==> config.mk <==
export PLATFORM = sky130hd
export DESIGN_NAME = cbq_tag_recycler
export DESIGN_NICKNAME = d
export VERILOG_FILES = /design/src/rtl/cbq_tag_recycler_pkg.sv /design/src/rtl/cbq_tag_recycler_cam.sv /design/src/rtl/cbq_tag_recycler.sv
export SDC_FILE = /design/constraint.sdc
export NUM_CORES = 1
export LEC_CHECK = 0
export BUFFER_PORTS_ARGS = -buffer_cell sky130_fd_sc_hd__buf_2
export CAP_MARGIN = 25
export CORE_MARGIN = 1
export CORE_UTILIZATION = 49
export CTS_CLUSTER_SIZE = 40
export DETAILED_ROUTE_END_ITERATION = 6
export GPL_ROUTABILITY_DRIVEN = 1
export GPL_TIMING_DRIVEN = 0
export HOLD_SLACK_MARGIN = 0.03
export PLACE_DENSITY_LB_ADDON = 0.15
export SLEW_MARGIN = 0
export SYNTH_ARGS = -nofsm -noshare
export SYNTH_HDL_FRONTEND = slang
export SYNTH_SLANG_ARGS = --single-unit
==> constraint.sdc <==
create_clock -name Clk -period 6.68 [get_ports Clk]
set_input_delay 0.668 -clock Clk [delete_from_list [all_inputs] [get_ports Clk]]
set_output_delay 0.668 -clock Clk [all_outputs]
set_load 0.1 [all_outputs]
==> src/rtl/cbq_tag_recycler_pkg.sv <==
// cbq_tag_recycler_pkg: shared size defaults and recycler state encoding
package cbq_tag_recycler_pkg;
  localparam int TAGWIDE_DEF = 5;
  localparam int INFLDEEP_DEF = 8;
  typedef enum logic [1:0] {RUN = 2'd0, FLUSH = 2'd1, CLEAN = 2'd2} state_t;
endpackage

==> src/rtl/cbq_tag_recycler_cam.sv <==
// cbq_tag_cam: tag-to-index match over valid ring entries, lowest index wins
module cbq_tag_cam
  import cbq_tag_recycler_pkg::*;
#(
  parameter int TAGWIDE = TAGWIDE_DEF,
  parameter int INFLDEEP = INFLDEEP_DEF
) (
  input  logic [INFLDEEP-1:0]              vld,
  input  logic [INFLDEEP-1:0][TAGWIDE-1:0] tags,
  input  logic [TAGWIDE-1:0]               key,
  output logic                             hit,
  output logic [$clog2(INFLDEEP)-1:0]      idx
);
  localparam int PW = $clog2(INFLDEEP);
  always_comb begin
    hit = 1'b0;
    idx = '0;
    for (int i = INFLDEEP - 1; i >= 0; i--)
      if (vld[i] && tags[i] == key) begin
        hit = 1'b1;
        idx = i[PW-1:0];
      end
  end
endmodule

==> src/rtl/cbq_tag_recycler.sv <==
// cbq_tag_recycler: in-flight checkpoint tag ring that retires, flushes and returns tags to the free queue.
// Defining CBQ_RECYCLE_PERF_EN adds saturating retire/flush return counters.
module cbq_tag_recycler
  import cbq_tag_recycler_pkg::*;
#(
  parameter int TAGWIDE = TAGWIDE_DEF,
  parameter int INFLDEEP = INFLDEEP_DEF
) (
  input  logic                          Clk,
  input  logic                          Rest,
  input  logic                          AllocValid,
  input  logic [TAGWIDE-1:0]            AllocTag,
  output logic                          AllocReady,
  input  logic                          ResolveValid,
  input  logic [TAGWIDE-1:0]            ResolveTag,
  input  logic                          ResolveMiss,
  input  logic                          GlobalFlush,
  input  logic                          FreeFull,
  output logic                          FreeWable,
  output logic [TAGWIDE-1:0]            FreeDin,
  output logic                          FreeClean,
  output logic [$clog2(INFLDEEP):0]     InflightCnt,
`ifdef CBQ_RECYCLE_PERF_EN
  output logic [15:0]                   PerfRetireCnt,
  output logic [15:0]                   PerfFlushCnt,
`endif
  output logic                          Busy
);
  localparam int PW = $clog2(INFLDEEP);
  localparam int CW = PW + 1;
  state_t state, state_nx;
  logic [INFLDEEP-1:0] vld, dn;
  logic [INFLDEEP-1:0][TAGWIDE-1:0] tags;
  logic [PW-1:0] head, tail, tgt, tgt_nx, tail_m1, tail_run, hit_idx, hit_p1, hit_age, tgt_age;
  logic [CW-1:0] cnt;
  logic hit, push, ret, pop, res_ok, miss_new;
  cbq_tag_cam #(.TAGWIDE(TAGWIDE), .INFLDEEP(INFLDEEP)) u_cam (
    .vld(vld), .tags(tags), .key(ResolveTag), .hit(hit), .idx(hit_idx)
  );
  assign tail_m1 = tail - PW'(1);
  assign tail_run = tail + PW'(push);
  assign hit_p1 = hit_idx + PW'(1);
  assign hit_age = hit_idx - head;
  assign tgt_age = tgt - head;
  // while flushing, only entries at or older than the target are still alive
  assign res_ok = ResolveValid && hit && (state == RUN || hit_age <= tgt_age);
  assign miss_new = res_ok && ResolveMiss && (state == RUN || hit_age < tgt_age);
  assign tgt_nx = miss_new ? hit_idx : tgt;
  always_ff @(posedge Clk or posedge Rest)
    if (Rest) state <= RUN;
    else state <= state_nx;
  always_comb begin
    state_nx = state;
    if (GlobalFlush) state_nx = CLEAN;
    else if (state == CLEAN) state_nx = RUN;
    else if (state == RUN) state_nx = miss_new && tail_run != hit_p1 ? FLUSH : RUN;
    else if (pop) state_nx = tail_m1 == tgt_nx + PW'(1) ? RUN : FLUSH;
  end
  always_comb begin
    AllocReady = state == RUN && cnt < CW'(INFLDEEP);
    push = AllocValid && AllocReady && !GlobalFlush;
    pop = state == FLUSH && !FreeFull && !GlobalFlush;
    ret = state == RUN && vld[head] && dn[head] && !FreeFull && !GlobalFlush;
    FreeWable = pop || ret;
    FreeDin = pop ? tags[tail_m1] : ret ? tags[head] : '0;
    FreeClean = state == CLEAN;
    InflightCnt = cnt;
    Busy = state != RUN;
  end
  always_ff @(posedge Clk or posedge Rest) begin
    if (Rest) begin
      vld <= '0;
      dn <= '0;
      tags <= '0;
      head <= '0;
      tail <= '0;
      tgt <= '0;
      cnt <= '0;
    end else if (GlobalFlush) begin
      vld <= '0;
      dn <= '0;
      head <= '0;
      tail <= '0;
      cnt <= '0;
    end else begin
      if (res_ok) dn[hit_idx] <= 1'b1;
      if (push) begin
        vld[tail] <= 1'b1;
        dn[tail] <= 1'b0;
        tags[tail] <= AllocTag;
      end
      if (ret) begin
        vld[head] <= 1'b0;
        dn[head] <= 1'b0;
      end
      if (pop) begin
        vld[tail_m1] <= 1'b0;
        dn[tail_m1] <= 1'b0;
      end
      head <= head + PW'(ret);
      tail <= pop ? tail_m1 : tail_run;
      cnt <= cnt + CW'(push) - CW'(ret) - CW'(pop);
      tgt <= tgt_nx;
    end
  end
`ifdef CBQ_RECYCLE_PERF_EN
  always_ff @(posedge Clk or posedge Rest) begin
    if (Rest) begin
      PerfRetireCnt <= '0;
      PerfFlushCnt <= '0;
    end else begin
      if (ret && !(&PerfRetireCnt)) PerfRetireCnt <= PerfRetireCnt + 16'd1;
      if (pop && !(&PerfFlushCnt)) PerfFlushCnt <= PerfFlushCnt + 16'd1;
    end
  end
`endif
endmodule

==> metrics <==
status=complete, no violations; Clock Sinks=approximately 70; area occupied by multi-input gates=~2900 um2; depth of the most critical reg-to-reg path=23; Post-CTS Setup Repair Bufs=0; fin nets=between 500 and 600; Worst Path Max Fanout=8; largest net degree at the start of global routing=52; initial core utilization=0.506; vias per cell=between 5 and 6; CP arrival=about 5.9 ns; Worst-path clk slew=about 0.080 ns; ys async rst share=1.00; count of final hold-check violations=0; hold_buf cts=0; final WL=roughly 14 mm; RSZ-0062 raised after global routing=false; EDFF count, synth=0; # setup viols final=0; fin util=0.562; max-cap violations=0; gr usage total=0.292; count leader, synth=dfrtp_1; Overflow after GRT=0; multiplexer share of the synthesized area=0.198; DR pass1 iterations=5; Critical Path Start Type=input pin; diode count=0; largest family of logic cells by synthesized area=multiplexers; ys flop type=dfrtp_1; IO Pins=30; Post-Route Skew=0.00830 ns; 1st-iter DRT viols=309; Synth area leader=dfrtp_1; Fmax=between 150 and 200 MHz; Syn Area/Cell=between 10 and 15 um2; Slew Limit Headroom=0.263; H-Tree Depth=3; peak supply drop=around 0.00013 V; top post-synthesis cells by area=dfrtp_1, mux4_2, mux2_2, xnor2_1, xor2_1; Synth Register Bits=71; fin worst setup slack=between 1 and 1.5 ns; die area=10500 um2; drt drc=0; Reg area=between 1500 and 2000 um2; core area=between 9000 and 10000 um2; routed len/inst=21.8 um; RePlAce Congestion=about 0.91; Min-Delay Path Class=input pin to asynchronous set/reset pin; cell count after synthesis=between 400 and 500; top cell type's share of synthesized area=0.359; cts repair resizes=0; adder-cell share of the synthesized area=0.0567; CTS tree=yes; Slew Limit Fails=0; Row Count=36; Synth cell types=65; die outline width=about 100 um; layout cells sized above 1=0.259; Post-Syn Area=a little under 5000 um2; clock buffer count from CTS=9; post-synthesis compound-gate area fraction=0.0886; static leakage=~2.5 nW; Synth top cells by count=dfrtp_1, nand2_1, mux2_2; Synthesis Warnings=0; ratio of final minimum period to clock period=0.841; Setup WS pre-CTS=0.762 ns; port buffer count=24; CP Class=input pin to register; XOR/XNOR Fraction of Synth Area=0.0992; area grow syn2layout=11.2%; Fill cells=roughly 880; Post-DRT Antenna Nets=0; DR vias=roughly 3800; total power=about 0.0011 W; syn_nets=roughly 500; vias in the first global route=3770; sequential share of the synthesized area=0.359; root buffer cell=clkbuf_8; first-pass GRT wire length=approximately 21 mm; Req. time, crit path=6.93 ns; Pwr Density=between 150 and 200 nW/um2; worst-margin pin slew=1.10 ns; die height=just over 100 um; HPWL Detailed=roughly 10 mm; Critical Path End Type=register; Max Root-Sink Buffers=2; Simple-Gate Fraction of Synth Area=0.147; setup TNS=0 ns; crit path time final=~5.6 ns; worst-skew pair later-pin latency=0.37 ns; initial antenna violation count=0
## cell usage in the layout (no fill, tap or decap), types with 6 or more instances in the layout
| cell | synthesis | final |
|---|---|---|
| clkbuf_8 | 1 | 12 |
| inv_1 | 23 | 22 |
| mux4_2 | 21 | 21 |
| ha_1 | 16 | 16 |
| o21ai_0 | 7 | 7 |
| buf_6 | 8 | 8 |
| nor2_1 | 30 | 30 |
| nor3_1 | 10 | 10 |
| mux2i_1 | 13 | 13 |
| xor2_1 | 25 | 25 |
| nand3_1 | 9 | 9 |
| clkbuf_1 | 7 | 9 |
| dfrtp_1 | 71 | 71 |
| nand2_1 | 43 | 43 |
| xnor2_1 | 31 | 31 |
| buf_2 | 2 | 26 |
| a21oi_1 | 15 | 15 |
| nor2b_1 | 7 | 7 |
| nand4_1 | 6 | 6 |
| mux2_2 | 32 | 32 |
## cell families (layout without fill, tap and decap cells)
kind of cell	after synthesis	after routing
flops	71	71
fa+ha+maj	20	20
compound gates	62	62
mux	67	67
xor+xnor	56	56
buf+inv	47	90
simple gates	136	136
## critical path: stages
cell      delay (ns)
buf_6           0.12
xor2_1          0.17
nor4_1          0.77
nand3_1         0.24
a21oi_1         0.28
nand2_1         0.09
nand2_2         0.15
ha_1            0.17
inv_1           0.05
fa_1            0.37
xor2_1          0.16
xnor2_1         0.15
ha_1            0.32
o21ai_0         0.08
a21oi_1         0.14
or2_2           0.35
a21oi_2         0.25
mux2_4          0.34
ha_1            0.30
xnor2_1         0.13
nor2_1          0.10
o311ai_1        0.10
nor4bb_1        0.28
a311oi_1        0.08
## metrics by stage
step                instance area [um2]  cells  hold WS (ns)
detailed placement                 5270    619         0.532
global placement                   5230    616         0.524
global route                       5500    635         0.264
floorplan                          4940    459         0.489
finish                             5500    635         0.248
CTS                                5500    635         0.255
## worst paths after layout
check / start / slack [ns] / endpoint
worst max-delay path: ResolveTag[2] / 1.06 / state[0]
worst min-delay path: Rest / 0.25 / tail[1]
worst max register to register: tags[12] / 1.06 / state[0]
worst min register to register: tgt[2] / 0.55 / tgt[2]
max in group asynchronous: Rest / 5.87 / vld[7]
min in group Clk: tgt[2] / 0.55 / tgt[2]
## metal layers
metal | global-route usage | wire length (um) | vias to the layer above
li1 | - | - | 1733
met5 | 0 | 0 | -
met2 | 0.472 | 6700 | 142
met3 | 0.0554 | 776 | 37
met4 | 0.136 | 432 | 0
met1 | 0.380 | 5930 | 1894
## flip-flops by register name (all words and copies together), names as in the netlist
signal,flops
tail,3
dn,8
InflightCnt,4
vld,8
tags,40
head,3
state,2
tgt,3
## cell type report
cell class / count / share of cell area
Clock buffer: 13 / 0.0289
Tap cell: 133 / 0.0303
Buffer: 21 / 0.0278
Multi-Input combinational cell: 341 / 0.530
Inverter: 26 / 0.0182
Timing Repair Buffer: 27 / 0.0296
Sequential cell: 71 / 0.323
Clock inverter: 3 / 0.0118
## power breakdown
| group | total [W] | internal (W) | switching (W) |
|---|---|---|---|
| clock | 0.000402 | 0.000231 | 0.000172 |
| combinational | 0.000176 | 0.0000764 | 0.0000998 |
| sequential | 0.000475 | 0.000450 | 0.0000252 |
Note: power is estimated with default switching activity, not from simulation.
